[src/rtl/lc3_io_pkg.sv]
// rtl/lc3_io_pkg.sv - shared types and constants for the LC3 console output path
package lc3_io_pkg;

   localparam int CHAR_W = 8;

   localparam logic UART_START_BIT = 1'b0;
   localparam logic UART_STOP_BIT  = 1'b1;

   localparam logic [CHAR_W-1:0] ASCII_CR = 8'h0D;
   localparam logic [CHAR_W-1:0] ASCII_LF = 8'h0A;

   typedef enum logic [1:0] {
      IDLE  = 2'd0,
      START = 2'd1,
      DATA  = 2'd2,
      STOP  = 2'd3
   } tx_state_t;

endpackage

[src/rtl/lc3_sync_fifo.sv]
// rtl/lc3_sync_fifo.sv - single-clock character FIFO with occupancy count
// A push into a full FIFO is accepted only when a pop retires the head on the same edge.
module lc3_sync_fifo #(
   parameter int WIDTH = 8,
   parameter int DEPTH = 8,
   parameter int AW    = 3
) (
   input  logic             clk,
   input  logic             rst_n,
   input  logic             push,
   input  logic [WIDTH-1:0] din,
   input  logic             pop,
   output logic [WIDTH-1:0] dout,
   output logic [AW:0]      level,
   output logic             full,
   output logic             empty
);

   localparam logic [AW:0] FULL_LVL = (AW+1)'(DEPTH);

   logic [WIDTH-1:0] mem [DEPTH];
   logic [AW-1:0]    wr_ptr;
   logic [AW-1:0]    rd_ptr;
   logic             push_ok;
   logic             pop_ok;

   assign full    = (level == FULL_LVL);
   assign empty   = (level == '0);
   assign pop_ok  = pop & ~empty;
   assign push_ok = push & (~full | pop_ok);
   assign dout    = mem[rd_ptr];

   // Storage carries no reset; contents are discarded by clearing the pointers.
   always_ff @(posedge clk) begin
      if (push_ok) begin
         mem[wr_ptr] <= din;
      end
   end

   always_ff @(posedge clk or negedge rst_n) begin
      if (!rst_n) begin
         wr_ptr <= '0;
         rd_ptr <= '0;
         level  <= '0;
      end else begin
         if (push_ok) begin
            wr_ptr <= wr_ptr + AW'(1);
         end
         if (pop_ok) begin
            rd_ptr <= rd_ptr + AW'(1);
         end
         case ({push_ok, pop_ok})
            2'b10:   level <= level + (AW+1)'(1);
            2'b01:   level <= level - (AW+1)'(1);
            default: level <= level;
         endcase
      end
   end

endmodule

[src/rtl/lc3_ddr_uart_tx.sv]
// rtl/lc3_ddr_uart_tx.sv - LC3 display register capture FIFO draining as 8N1 UART frames
// Optional CRLF_EXPAND_EN: a popped LF is sent as CR followed by LF.
module lc3_ddr_uart_tx
   import lc3_io_pkg::*;
#(
   parameter int CLKS_PER_BIT = 16,
   parameter int FIFO_DEPTH   = 8,
   parameter int FIFO_AW      = 3
) (
   input  logic               clk,
   input  logic               reset,
   input  logic               WR_DDR,
   input  logic [15:0]        DDR,
   output logic               tx,
   output logic               ddr_ready,
   output logic               busy,
   output logic               empty,
   output logic               full,
   output logic               overflow,
   output logic [FIFO_AW:0]   level
);

   localparam int          CW       = (CLKS_PER_BIT > 2) ? $clog2(CLKS_PER_BIT) : 1;
   localparam logic [CW-1:0] LAST_CLK = CW'(CLKS_PER_BIT - 1);

   tx_state_t         state;
   logic [CW-1:0]     clk_cnt;
   logic [2:0]        bit_idx;
   logic [CHAR_W-1:0] shift;
   logic [CHAR_W-1:0] fifo_dout;
   logic [CHAR_W-1:0] frame_char;
   logic              bit_end;
   logic              fifo_pop;
   logic              start_frame;
   logic              lf_hold;
   logic              unused_ddr_hi;

   assign unused_ddr_hi = ^DDR[15:8];

   lc3_sync_fifo #(
      .WIDTH (CHAR_W),
      .DEPTH (FIFO_DEPTH),
      .AW    (FIFO_AW)
   ) u_fifo (
      .clk   (clk),
      .rst_n (reset),
      .push  (WR_DDR),
      .din   (DDR[CHAR_W-1:0]),
      .pop   (fifo_pop),
      .dout  (fifo_dout),
      .level (level),
      .full  (full),
      .empty (empty)
   );

`ifdef CRLF_EXPAND_EN
   logic lf_pending;
   assign lf_hold = lf_pending;
`else
   assign lf_hold = 1'b0;
`endif

   assign ddr_ready   = ~full;
   assign bit_end     = (clk_cnt == LAST_CLK);
   assign fifo_pop    = ~empty & ~lf_hold & ((state == IDLE) | ((state == STOP) & bit_end));
   assign start_frame = fifo_pop | (lf_hold & (state == STOP) & bit_end);

   always_comb begin
      frame_char = fifo_dout;
`ifdef CRLF_EXPAND_EN
      if (lf_pending) begin
         frame_char = ASCII_LF;
      end else if (fifo_dout == ASCII_LF) begin
         frame_char = ASCII_CR;
      end
`endif
   end

   always_ff @(posedge clk or negedge reset) begin
      if (!reset) begin
         state   <= IDLE;
         tx      <= UART_STOP_BIT;
         busy    <= 1'b0;
         clk_cnt <= '0;
         bit_idx <= '0;
         shift   <= '0;
`ifdef CRLF_EXPAND_EN
         lf_pending <= 1'b0;
`endif
      end else begin
         case (state)
            IDLE: begin
               tx   <= UART_STOP_BIT;
               busy <= 1'b0;
            end
            START: begin
               if (bit_end) begin
                  clk_cnt <= '0;
                  bit_idx <= '0;
                  tx      <= shift[0];
                  state   <= DATA;
               end else begin
                  clk_cnt <= clk_cnt + CW'(1);
               end
            end
            DATA: begin
               if (bit_end) begin
                  clk_cnt <= '0;
                  if (bit_idx == 3'd7) begin
                     tx    <= UART_STOP_BIT;
                     state <= STOP;
                  end else begin
                     bit_idx <= bit_idx + 3'd1;
                     shift   <= shift >> 1;
                     tx      <= shift[1];
                  end
               end else begin
                  clk_cnt <= clk_cnt + CW'(1);
               end
            end
            STOP: begin
               if (bit_end) begin
                  clk_cnt <= '0;
                  tx      <= UART_STOP_BIT;
                  busy    <= 1'b0;
                  state   <= IDLE;
               end else begin
                  clk_cnt <= clk_cnt + CW'(1);
               end
            end
            default: begin
               tx    <= UART_STOP_BIT;
               busy  <= 1'b0;
               state <= IDLE;
            end
         endcase

         // Loading the next frame overrides the end-of-stop return to IDLE, giving gapless frames.
         if (start_frame) begin
            shift   <= frame_char;
            clk_cnt <= '0;
            tx      <= UART_START_BIT;
            busy    <= 1'b1;
            state   <= START;
`ifdef CRLF_EXPAND_EN
            lf_pending <= fifo_pop & (fifo_dout == ASCII_LF);
`endif
         end
      end
   end

   always_ff @(posedge clk or negedge reset) begin
      if (!reset) begin
         overflow <= 1'b0;
      end else if (WR_DDR & full & ~fifo_pop) begin
         overflow <= 1'b1;
      end
   end

endmodule

[config.mk]
export PLATFORM = sky130hd
export DESIGN_NAME = lc3_ddr_uart_tx
export DESIGN_NICKNAME = d
export VERILOG_FILES = /design/src/rtl/lc3_io_pkg.sv /design/src/rtl/lc3_sync_fifo.sv /design/src/rtl/lc3_ddr_uart_tx.sv
export SDC_FILE = /design/constraint.sdc
export NUM_CORES = 1
export LEC_CHECK = 0
export CAP_MARGIN = 25
export CORE_MARGIN = 5
export CORE_UTILIZATION = 58
export DETAILED_ROUTE_END_ITERATION = 10
export GPL_TIMING_DRIVEN = 0
export HOLD_SLACK_MARGIN = 0.15
export PLACE_DENSITY_LB_ADDON = 0.15
export SYNTH_ARGS = -nofsm -noshare
export SYNTH_HDL_FRONTEND = slang
export SYNTH_SLANG_ARGS = --single-unit
[constraint.sdc]
create_clock -name clk -period 3.4 [get_ports clk]
set_input_delay 0.34 -clock clk [delete_from_list [all_inputs] [get_ports clk]]
set_output_delay 0.34 -clock clk [all_outputs]
set_load 0.01 [all_outputs]
# Word level (Yosys, flattened, before mapping)
# Memory sizes are Yosys's and may differ from the RTL's.
# Cells that the tools add are included.
# word_totals
register_bits,30
mem_bits_rw,64
inputBits,19
wordCells,88
memories,1
# classes
n_addsub,6
n_eq_ne,16
mux,29
bitwise,11
n_reduce_logical,15
# mem_list
name,depth,word_bits,read_ports,rd_clocked_by_memory_dff,write_ports,line_no,text
u_fifo.mem,8,8,1,0,1,lc3_sync_fifo.sv:21,logic [WIDTH-1:0] mem [DEPTH];
# ops
cell,n
$mux W8,4
$mux W4,3
$ne A3 B3 Y1 const B,4
$mux W2,5
$reduce_bool A2 Y1,5
$add A3 B1 Y3 const B,3
$mux W1,9
$mux W3,3
$add A4 B1 Y4 const B,2
$eq A4 B4 Y1 const B,2
$ne A2 B2 Y1 const B,4
$pmux W4 S2,1
$and A1 B1 Y1,6
$eq A2 B2 Y1 const B,3
$pmux W2 S3,1
$pmux W3 S2,1
$reduce_and A3 Y1,2
$reduce_and A5 Y1,1
$eq A2 B1 Y1 const B,2
$logic_not A4 Y1,1
$pmux W1 S4,1
$reduce_and A4 Y1,1
$reduce_bool A4 Y1,1
$sub A4 B1 Y4 const B,1
other kinds (8),11

# Logic depth before layout (Yosys ltp)
# Gate-level depths: netlist of run 1.
# logic_depth
depth_word,9
mapped_depth,11
depth_no_buf,11

# Cells and area by module
# Synthesis of run 1 repeated with hierarchy kept, for this count alone.
# hier_totals
hier_cells,253
hier_area_um2,4265.3
# modules_own_cells
module,instances,cells_per_inst,area_per_inst_um2
lc3_sync_fifo,1,162,3150.5
lc3_ddr_uart_tx,1,91,1114.8

# Least setup slack after synthesis of run 1
# OpenSTA, ideal clock, no wires.
# synth_timing
path_kind,register to register
from,register u_fifo.level[1]
to,register u_fifo.level[3]
setup_time_ns,0.124
arrival_ns,2.671
setup_slack_ns,0.606
stages_incl_launch_ff,11
cell_sequence,dfrtp_1 -> or4_4 -> clkinv_4 -> nor2_4 -> nand2_1 -> inv_1 -> ha_1 -> a21o_2 -> a21oi_1 -> mux2_2 -> a211o_1
# synth_between
elab_chain_cells,8
elab_cells_between_ends,14
classes_between,2 x add/sub; 3 x eq/ne; 1 x mux; 6 x bitwise; 2 x reduce/logical
# synth_lines
element,line_no,text
start: declaration,lc3_sync_fifo.sv:14,"output logic [AW:0] level,"
start signal: assignment,lc3_sync_fifo.sv:53,2'b10: level <= level + (AW+1)'(1);
start signal: assignment,lc3_sync_fifo.sv:54,2'b01: level <= level - (AW+1)'(1);
start signal: assignment,lc3_sync_fifo.sv:55,default: level <= level;
$logic_not A4 Y1 *,lc3_sync_fifo.sv:28,assign empty = (level == '0);
via empty,lc3_ddr_uart_tx.sv:17,"output logic empty,"
$not A1 Y1 *,"lc3_sync_fifo.sv:29, lc3_ddr_uart_tx.sv:65",
$and A1 B1 Y1,lc3_ddr_uart_tx.sv:65,assign fifo_pop = ~empty & ~lf_hold & ((state == IDLE) | ((state == STOP) & bit_end));
$and A1 B1 Y1 *,lc3_sync_fifo.sv:29,assign pop_ok = pop & ~empty;
$or A1 B1 Y1,lc3_sync_fifo.sv:30,assign push_ok = push & (~full | pop_ok);
$and A1 B1 Y1,lc3_sync_fifo.sv:30,
$eq A2 B1 Y1 or $eq A2 B2 Y1 (tied branches),lc3_sync_fifo.sv:52,"case ({push_ok, pop_ok})"
$pmux W4 S2 or $reduce_bool A2 Y1 (tied branches),-,
# The timed path passes the listed nets; every way through them passes the cells marked *.
# A chain may end at the register's enable or synchronous reset.

# Worst setup path after layout of run 1
# layout_timing
from,register state[1]
to,register u_fifo.level[3]
# layout_between
elab_chain_cells,9
elab_cells_between_ends,12
classes_between,3 x eq/ne; 1 x mux; 6 x bitwise; 2 x reduce/logical
# layout_lines
element,line_no,text
start: declaration,lc3_ddr_uart_tx.sv:26,tx_state_t state;
start signal: assignment,lc3_ddr_uart_tx.sv:81,state <= IDLE;
start signal: assignment,lc3_ddr_uart_tx.sv:101,state <= DATA;
start signal: assignment,lc3_ddr_uart_tx.sv:111,state <= STOP;
$eq A2 B2 Y1,lc3_ddr_uart_tx.sv:65,
$and A1 B1 Y1,lc3_ddr_uart_tx.sv:65,
$or A1 B1 Y1 *,lc3_ddr_uart_tx.sv:65,
$and A1 B1 Y1 *,lc3_ddr_uart_tx.sv:65,
$and A1 B1 Y1 *,lc3_sync_fifo.sv:29,
$or A1 B1 Y1,lc3_sync_fifo.sv:30,
$and A1 B1 Y1,lc3_sync_fifo.sv:30,
$eq A2 B1 Y1 or $eq A2 B2 Y1 (tied branches),lc3_sync_fifo.sv:52,
$pmux W4 S2 or $reduce_bool A2 Y1 (tied branches),-,
# Every way passes the cells marked *; elsewhere a longest branch is shown, timed or not.

==> flow_metrics.env, run 1 <==
export IMPL_worst_hold_startpoint="tx"
export IMPL_routability_congestion_estimate=0.772
export IMPL_vdd_ir_drop_worst_mv=0.715
export IMPL_antenna_violations_before_repair=0
export IMPL_boundaryPins=29
export IMPL_detail_route_wirelength_mm=7.42
export IMPL_clock_tree_root_cell="sky130_fd_sc_hd__clkbuf_8"
export IMPL_routed_via_density=5.64
export IMPL_number_of_nets_still_failing_antenna_checks_after_routing=0
export IMPL_rsz0062_at_grt="no"
export IMPL_cts_inserted_buffers=9
export IMPL_largest_net_degree_at_the_start_of_global_routing=31
export IMPL_post_synthesis_instance_area_um2=4120
export IMPL_critical_path_max_fanout=8
export IMPL_netlist_top_cell_by_area="sky130_fd_sc_hd__edfxtp_1"
export IMPL_final_min_clock_period_ns=3.03
export IMPL_grt_pass1_wl_mm=12.5
export IMPL_hold_path_class="flop to flop"
export IMPL_path_clk_slew_ns=0.10
export IMPL_drt_initial_drc_count=146
export IMPL_crit_path_arrival_time_ns=3.28
export IMPL_core_um2=6870
export IMPL_timing_final_max_slew_violations=0
export IMPL_avgSynthCellArea_um2=15.4
export IMPL_endpoint_kind="flop"
export IMPL_power_per_cell_area_nw_per_um2=847
export IMPL_commonest_cells_after_routing_fill_and_taps_aside="sky130_fd_sc_hd__edfxtp_1, sky130_fd_sc_hd__dfrtp_1, sky130_fd_sc_hd__nand2_1, sky130_fd_sc_hd__clkdlybuf4s50_1, sky130_fd_sc_hd__mux4_2"
export IMPL_hold_buffer_count_at_cts=1
export IMPL_postSynth_asyncResetShare=0.319
export IMPL_status="completed"
export IMPL_static_leakage_power_uw=0.00175
export IMPL_timing_max_cap_violations=0
export IMPL_num_vias=2273
export IMPL_die_h_um=94.3
export IMPL_cell_internal_pwr_uw=2540
export IMPL_syn_num_nets=299
export IMPL_cts_setup_buffers=0
export IMPL_row_cnt=30
export IMPL_most_used_flip_flop_cell_after_synthesis="sky130_fd_sc_hd__edfxtp_1"
export IMPL_die_x_um=94.3
export IMPL_critical_path_class="flop to flop"
export IMPL_globalRouteOverflowTotal=0
export IMPL_synth_seq_cells=94
export IMPL_synth_seq_area_share=0.649
export IMPL_fraction_of_final_layout_cells_sized_beyond_drive_strength_1=0.176
export IMPL_gate_count_after_technology_mapping=268
export IMPL_switch_pwr_uw=1390
export IMPL_buffer_levels_on_the_longest_clock_path=2
export IMPL_fin_nets=333
export IMPL_finClkSkew_ns=0.0109
export IMPL_max_clock_freq_ghz=0.330
export IMPL_final_min_period_over_clock_period=0.890
export IMPL_starting_density=0.600
export IMPL_worstPathRequired_ns=3.65
export IMPL_grt_total_usage=0.191
export IMPL_setup_total_negative_slack_ns=0
export IMPL_synth_edff_count=64
export IMPL_critPathLaunch="state[1]"
export IMPL_drc_violation_count_after_routing=0
export IMPL_count_of_buffers_from_port_buffering=20
export IMPL_worst_setup_path_start_kind="flop"
export IMPL_syn2layout_area_growth_pct=12.6
export IMPL_ys_top_cells_by_area="sky130_fd_sc_hd__edfxtp_1, sky130_fd_sc_hd__dfrtp_1, sky130_fd_sc_hd__mux4_2, sky130_fd_sc_hd__ha_1, sky130_fd_sc_hd__mux2i_1"
export IMPL_clock_share_of_power=0.178
export IMPL_cts_resized=0
export IMPL_synth_yosys_warnings=0
export IMPL_dr_pass1_iters=6
export IMPL_cts_tree="built"
export IMPL_routedWlPerCell_um=18.4
export IMPL_first_global_vias=2387
export IMPL_worst_skew_pair_latency_ns=0.37
export IMPL_comb_power_share=0.391
export IMPL_tightestPinTransition_ns=0.893
export IMPL_number_of_antenna_diodes=0
export IMPL_p_seq_frac=0.431
export IMPL_total_power_uw=3930
export IMPL_area_of_the_die_um2=8890
export IMPL_layout_commonest_cell="sky130_fd_sc_hd__edfxtp_1"
export IMPL_setup_viol=0
export IMPL_crit_reg2reg_launch="state[1]"
export IMPL_h_tree_depth=3
export IMPL_maxSlewHeadroom=0.403
export IMPL_ys_types=48
export IMPL_switching_share=0.354
export IMPL_dpl_hpwl_mm=5.10
export IMPL_cts_num_sinks=94
export IMPL_timing_final_hold_violations=0
export IMPL_synth_top_area_share=0.466
-- cell usage after synthesis (2+ instances only) --
| library cell | number |
|---|---|
| sky130_fd_sc_hd__a211oi_1 | 7 |
| sky130_fd_sc_hd__a21o_1 | 2 |
| sky130_fd_sc_hd__a21oi_1 | 13 |
| sky130_fd_sc_hd__a22oi_1 | 3 |
| sky130_fd_sc_hd__buf_2 | 2 |
| sky130_fd_sc_hd__buf_4 | 3 |
| sky130_fd_sc_hd__clkbuf_1 | 3 |
| sky130_fd_sc_hd__dfrtp_1 | 29 |
| sky130_fd_sc_hd__edfxtp_1 | 64 |
| sky130_fd_sc_hd__ha_1 | 11 |
| sky130_fd_sc_hd__inv_1 | 8 |
| sky130_fd_sc_hd__mux2_2 | 2 |
| sky130_fd_sc_hd__mux2i_1 | 12 |
| sky130_fd_sc_hd__mux4_2 | 16 |
| sky130_fd_sc_hd__nand2_1 | 22 |
| sky130_fd_sc_hd__nand2b_1 | 3 |
| sky130_fd_sc_hd__nand3_1 | 3 |
| sky130_fd_sc_hd__nor2_1 | 15 |
| sky130_fd_sc_hd__nor2b_1 | 7 |
| sky130_fd_sc_hd__nor3_1 | 4 |
| sky130_fd_sc_hd__o21ai_0 | 8 |
| sky130_fd_sc_hd__xnor2_1 | 5 |
-- layout make-up --
class / instances / area [um^2]
well taps: 96 / 120
clock buffers: 9 / 124
clock inverters: 7 / 61.3
repair buffers: 23 / 215
multi-input cells: 157 / 1360
inverters: 9 / 38.8
flip-flops and latches: 94 / 2670
fillers: 495 / 2230
plain buffers: 8 / 43.8
-- per-stage QoR --
step | hold slack (ns) | area [um^2] | std cells | util | setup slack [ns]
after floorplan | 0.0444 | 4120 | 268 | - | 0.606
after global placement | 0.460 | 4440 | 384 | 0.646 | 0.269
after detailed placement | 0.422 | 4450 | 386 | 0.647 | 0.407
after CTS | 0.484 | 4640 | 403 | 0.676 | 0.389
after global routing | 0.516 | 4640 | 403 | 0.676 | 0.217
final | 0.485 | 4640 | 403 | 0.676 | 0.374
-- critical path, cell delays in order (launching register included) --
cell and delay (ns):
sky130_fd_sc_hd__dfrtp_1 0.41, sky130_fd_sc_hd__ha_1 0.37, sky130_fd_sc_hd__a41oi_4 0.21, sky130_fd_sc_hd__nor2_4 0.27
sky130_fd_sc_hd__nand2_1 0.13, sky130_fd_sc_hd__inv_1 0.09, sky130_fd_sc_hd__ha_1 0.23, sky130_fd_sc_hd__a21o_2 0.21
sky130_fd_sc_hd__a21oi_1 0.32, sky130_fd_sc_hd__mux2_2 0.38, sky130_fd_sc_hd__a211o_1 0.28
-- power groups by stage --
stage	combinational, uW	clock (uW)	sequential, uW
4_1_cts	1550	717	1690
2_1_floorplan	1130	0	1680
6_report	1540	701	1690
3_3_place_gp	1510	0	1700
3_5_place_dp	1540	0	1720
5_1_grt	1710	770	1730
-- worst paths after layout --
check,depth (start not counted),end,slack (ns)
max,10,u_fifo.level[3],0.37
min,2,tx,0.48
max reg2reg,10,u_fifo.level[3],0.37
min reg2reg,2,tx,0.48
max in group asynchronous,2,shift[5],2.40
min in group asynchronous,2,bit_idx[1],0.55
-- flip-flops by register name, indices dropped and copies added (netlist names), 2 cells and up --
name / count
u_fifo.rd_ptr: 3
u_fifo.wr_ptr: 3
state: 2
u_fifo.mem: 64
clk_cnt: 4
bit_idx: 3
shift: 8
u_fifo.level: 4
-- cells by family (layout without fill, tap and decap cells) --
kind of cell               count (synthesis)  after routing  synth area share
AOI/OAI and AO/OA                         45             45            0.0793
xor gates and xnor gates                   6              6            0.0128
adders and majority gates                 12             12            0.0383
buffers and inverters                     17             56            0.0200
DFF                                       94             94             0.649
muxes                                     31             31             0.126
and+or+nand+nor                           63             63            0.0750
-- layer usage --
metal,vias to the layer above,routed length (um),GRT usage
met5,-,0,0
met4,0,127,0.0854
met3,10,308,0.0361
met2,53,3510,0.284
met1,1118,3480,0.275
li1,1092,-,-
Power figures use the tool's default switching activity.
==> run 2, diff against run 1 <==
--- a/config.mk
+++ b/config.mk
@@ -5,12 +5,14 @@
 export SDC_FILE = /design/constraint.sdc
 export NUM_CORES = 1
 export LEC_CHECK = 0
-export CAP_MARGIN = 25
+export CAP_MARGIN = 20
 export CORE_MARGIN = 5
 export CORE_UTILIZATION = 58
 export DETAILED_ROUTE_END_ITERATION = 10
+export GPL_ROUTABILITY_DRIVEN = 0
 export GPL_TIMING_DRIVEN = 0
 export HOLD_SLACK_MARGIN = 0.15
+export MAX_ROUTING_LAYER = met4
 export PLACE_DENSITY_LB_ADDON = 0.15
 export SYNTH_ARGS = -nofsm -noshare
 export SYNTH_HDL_FRONTEND = slang
==> run 2 against run 1 <==
Net effect:
- via count rose by 0.48%
- final cell count is the same
- largest cell class unchanged
- sequential power about the same
- non-clock buffer count did not move
- register-to-register slack improved by 0.03 ns
- total power about the same
- highest routed layer unchanged
- largest power group unchanged
- hold slack is essentially flat
- design area is the same
- clock power hardly changed
==> flow_metrics.env, run 2 (synthesis gave the netlist of run 1 again) <==
export IMPL_dp_cells=386
export IMPL_worst_hold_path_endpoint="tx"
export IMPL_fin_nets=333
export IMPL_starting_density=0.600
export IMPL_setup_viol=0
export IMPL_worstPathRequired_ns=3.65
export IMPL_final_min_period_over_clock_period=0.880
export IMPL_clock_tree_root_cell="sky130_fd_sc_hd__clkbuf_8"
export IMPL_die_h_um=94.3
export IMPL_area_of_the_die_um2=8890
export IMPL_crit_path_arrival_time_ns=3.25
export IMPL_final_min_clock_period_ns=2.99
export IMPL_dr_pass1_iters=6
export IMPL_buffer_levels_on_the_longest_clock_path=2
export IMPL_rsz0062_at_grt="no"
export IMPL_crit_reg2reg_capture="u_fifo.level[3]"
export IMPL_worst_skew_pair_latency_ns=0.37
export IMPL_critical_path_class="flop to flop"
export IMPL_largest_net_degree_at_the_start_of_global_routing=31
export IMPL_timing_final_max_slew_violations=0
export IMPL_antenna_violations_before_repair=0
export IMPL_static_leakage_power_uw=0.00175
export IMPL_finalNonFillerCells=403
export IMPL_reg2reg_depth=10
export IMPL_cts_tree="built"
export IMPL_routed_via_density=5.67
export IMPL_hold_path_class="flop to flop"
export IMPL_max_clock_freq_ghz=0.334
export IMPL_die_x_um=94.3
export IMPL_drc_violation_count_after_routing=0
export IMPL_largest_register="u_fifo.mem"
export IMPL_count_of_buffers_from_port_buffering=20
export IMPL_cts_num_sinks=94
export IMPL_dpl_hpwl_mm=5.10
export IMPL_power_per_cell_area_nw_per_um2=846
export IMPL_timing_max_cap_violations=0
export IMPL_finClkSkew_ns=0.0119
export IMPL_timing_final_hold_violations=0
export IMPL_critPathLaunch="state[1]"
export IMPL_drt_initial_drc_count=168
export IMPL_tightestPinTransition_ns=0.884
export IMPL_worst_r2r_setup_slack_ns=0.41
export IMPL_worst_hold_startpoint="tx"
export IMPL_number_of_antenna_diodes=0
export IMPL_holdPathStages=2
export IMPL_first_global_vias=2387
export IMPL_cts_resized=0
export IMPL_layout_commonest_cell="sky130_fd_sc_hd__edfxtp_1"
export IMPL_h_tree_depth=3
export IMPL_worst_setup_path_start_kind="flop"
export IMPL_fraction_of_final_layout_cells_sized_beyond_drive_strength_1=0.176
export IMPL_critical_path_max_fanout=8
export IMPL_core_um2=6870
export IMPL_largest_reg_flops=64
export IMPL_number_of_nets_still_failing_antenna_checks_after_routing=0
export IMPL_cts_inserted_buffers=9
export IMPL_setup_total_negative_slack_ns=0
export IMPL_routedWlPerCell_um=18.4
export IMPL_vdd_ir_drop_worst_mv=0.716
export IMPL_endpoint_kind="flop"
export IMPL_globalRouteOverflowTotal=0
export IMPL_biggestRegsByFlops="u_fifo.mem x64, shift x8"
export IMPL_detail_route_wirelength_mm=7.42
export IMPL_crit_reg2reg_launch="state[1]"
export IMPL_grt_total_usage=0.197
export IMPL_layout_filler_cells=495
export IMPL_maxSlewHeadroom=0.409
export IMPL_syn2layout_area_growth_pct=12.6
export IMPL_num_vias=2284
export IMPL_path_clk_slew_ns=0.10
export IMPL_row_cnt=30
export IMPL_status="completed"
export IMPL_commonest_cells_after_routing_fill_and_taps_aside="sky130_fd_sc_hd__edfxtp_1, sky130_fd_sc_hd__dfrtp_1, sky130_fd_sc_hd__nand2_1, sky130_fd_sc_hd__clkdlybuf4s50_1, sky130_fd_sc_hd__mux4_2"
export IMPL_boundaryPins=29
export IMPL_grt_pass1_wl_mm=12.5
==> run 2: cell counts in the layout (fill, tap and decap cells not counted) <==
Identical to the previous run, type by type.
==> run 2: layer usage <==
layer / global-route usage / vias to the layer above / wire length (um)
li1: - / 1092 / -
met1: 0.276 / 1123 / 3470
met2: 0.284 / 60 / 3530
met3: 0.0369 / 9 / 316
met4: 0.0854 / 0 / 108
met5: - / - / 0
==> run 2: layout make-up <==
class	count	area (um^2)	share of cell area
Sequential cell	94	2670	0.576
Multi-Input combinational cell	157	1360	0.294
Timing Repair Buffer	23	215	0.0464
Clock buffer	9	124	0.0267
Tap cell	96	120	0.0259
Clock inverter	7	61.3	0.0132
Buffer	8	43.8	0.00944
Inverter	9	38.8	0.00836
==> run 2: repair_timing <==
item                                   CTS  global route
endpoints found under the hold margin   29             0
hold buffers                             1             0
setup buffers                            0             0
==> run 2: how the worst max path moves through the flow <==
stage                        to  slack [ns]  cells past startpoint
5_1_grt         u_fifo.level[3]        0.22                     10
3_5_place_dp    u_fifo.level[3]        0.41                     10
4_1_cts         u_fifo.level[3]        0.39                     10
6_report        u_fifo.level[3]        0.41                     10
2_1_floorplan   u_fifo.level[3]        0.61                     10
3_3_place_gp   u_fifo.mem[0][2]        0.27                      5
==> run 2: metrics by stage <==
step	setup slack, ns	instance area (um^2)	total power (uW)	hold WS, ns	utilization
floorplan	0.606	4120	2810	0.0444	-
global placement	0.269	4440	3210	0.460	0.646
detailed placement	0.407	4450	3260	0.422	0.647
CTS	0.389	4640	3960	0.484	0.676
global route	0.217	4640	4210	0.516	0.676
finish	0.408	4640	3930	0.485	0.676
==> run 2: worst max-delay path, stage by stage, from the launching register on <==
cell and delay [ns]:
sky130_fd_sc_hd__dfrtp_1 0.41, sky130_fd_sc_hd__ha_1 0.37, sky130_fd_sc_hd__a41oi_4 0.21, sky130_fd_sc_hd__nor2_4 0.27
sky130_fd_sc_hd__nand2_1 0.13, sky130_fd_sc_hd__inv_1 0.09, sky130_fd_sc_hd__ha_1 0.23, sky130_fd_sc_hd__a21o_2 0.21
sky130_fd_sc_hd__a21oi_1 0.29, sky130_fd_sc_hd__mux2_2 0.38, sky130_fd_sc_hd__a211o_1 0.28
==> run 2: power by group <==
| part | switching, uW | internal, uW | leakage (uW) |
|---|---|---|---|
| Combinational | 789 | 744 | 0.000717 |
| Sequential | 182 | 1510 | 0.000941 |
| Clock | 419 | 282 | 0.0000945 |
==> run 3, diff against run 2 <==
--- a/config.mk
+++ b/config.mk
@@ -8,6 +8,7 @@
 export CAP_MARGIN = 20
 export CORE_MARGIN = 5
 export CORE_UTILIZATION = 58
+export CTS_CLUSTER_SIZE = 24
 export DETAILED_ROUTE_END_ITERATION = 10
 export GPL_ROUTABILITY_DRIVEN = 0
 export GPL_TIMING_DRIVEN = 0
==> results of run 3 <==
Final layout, timing and power as in run 2 (identical DEF).
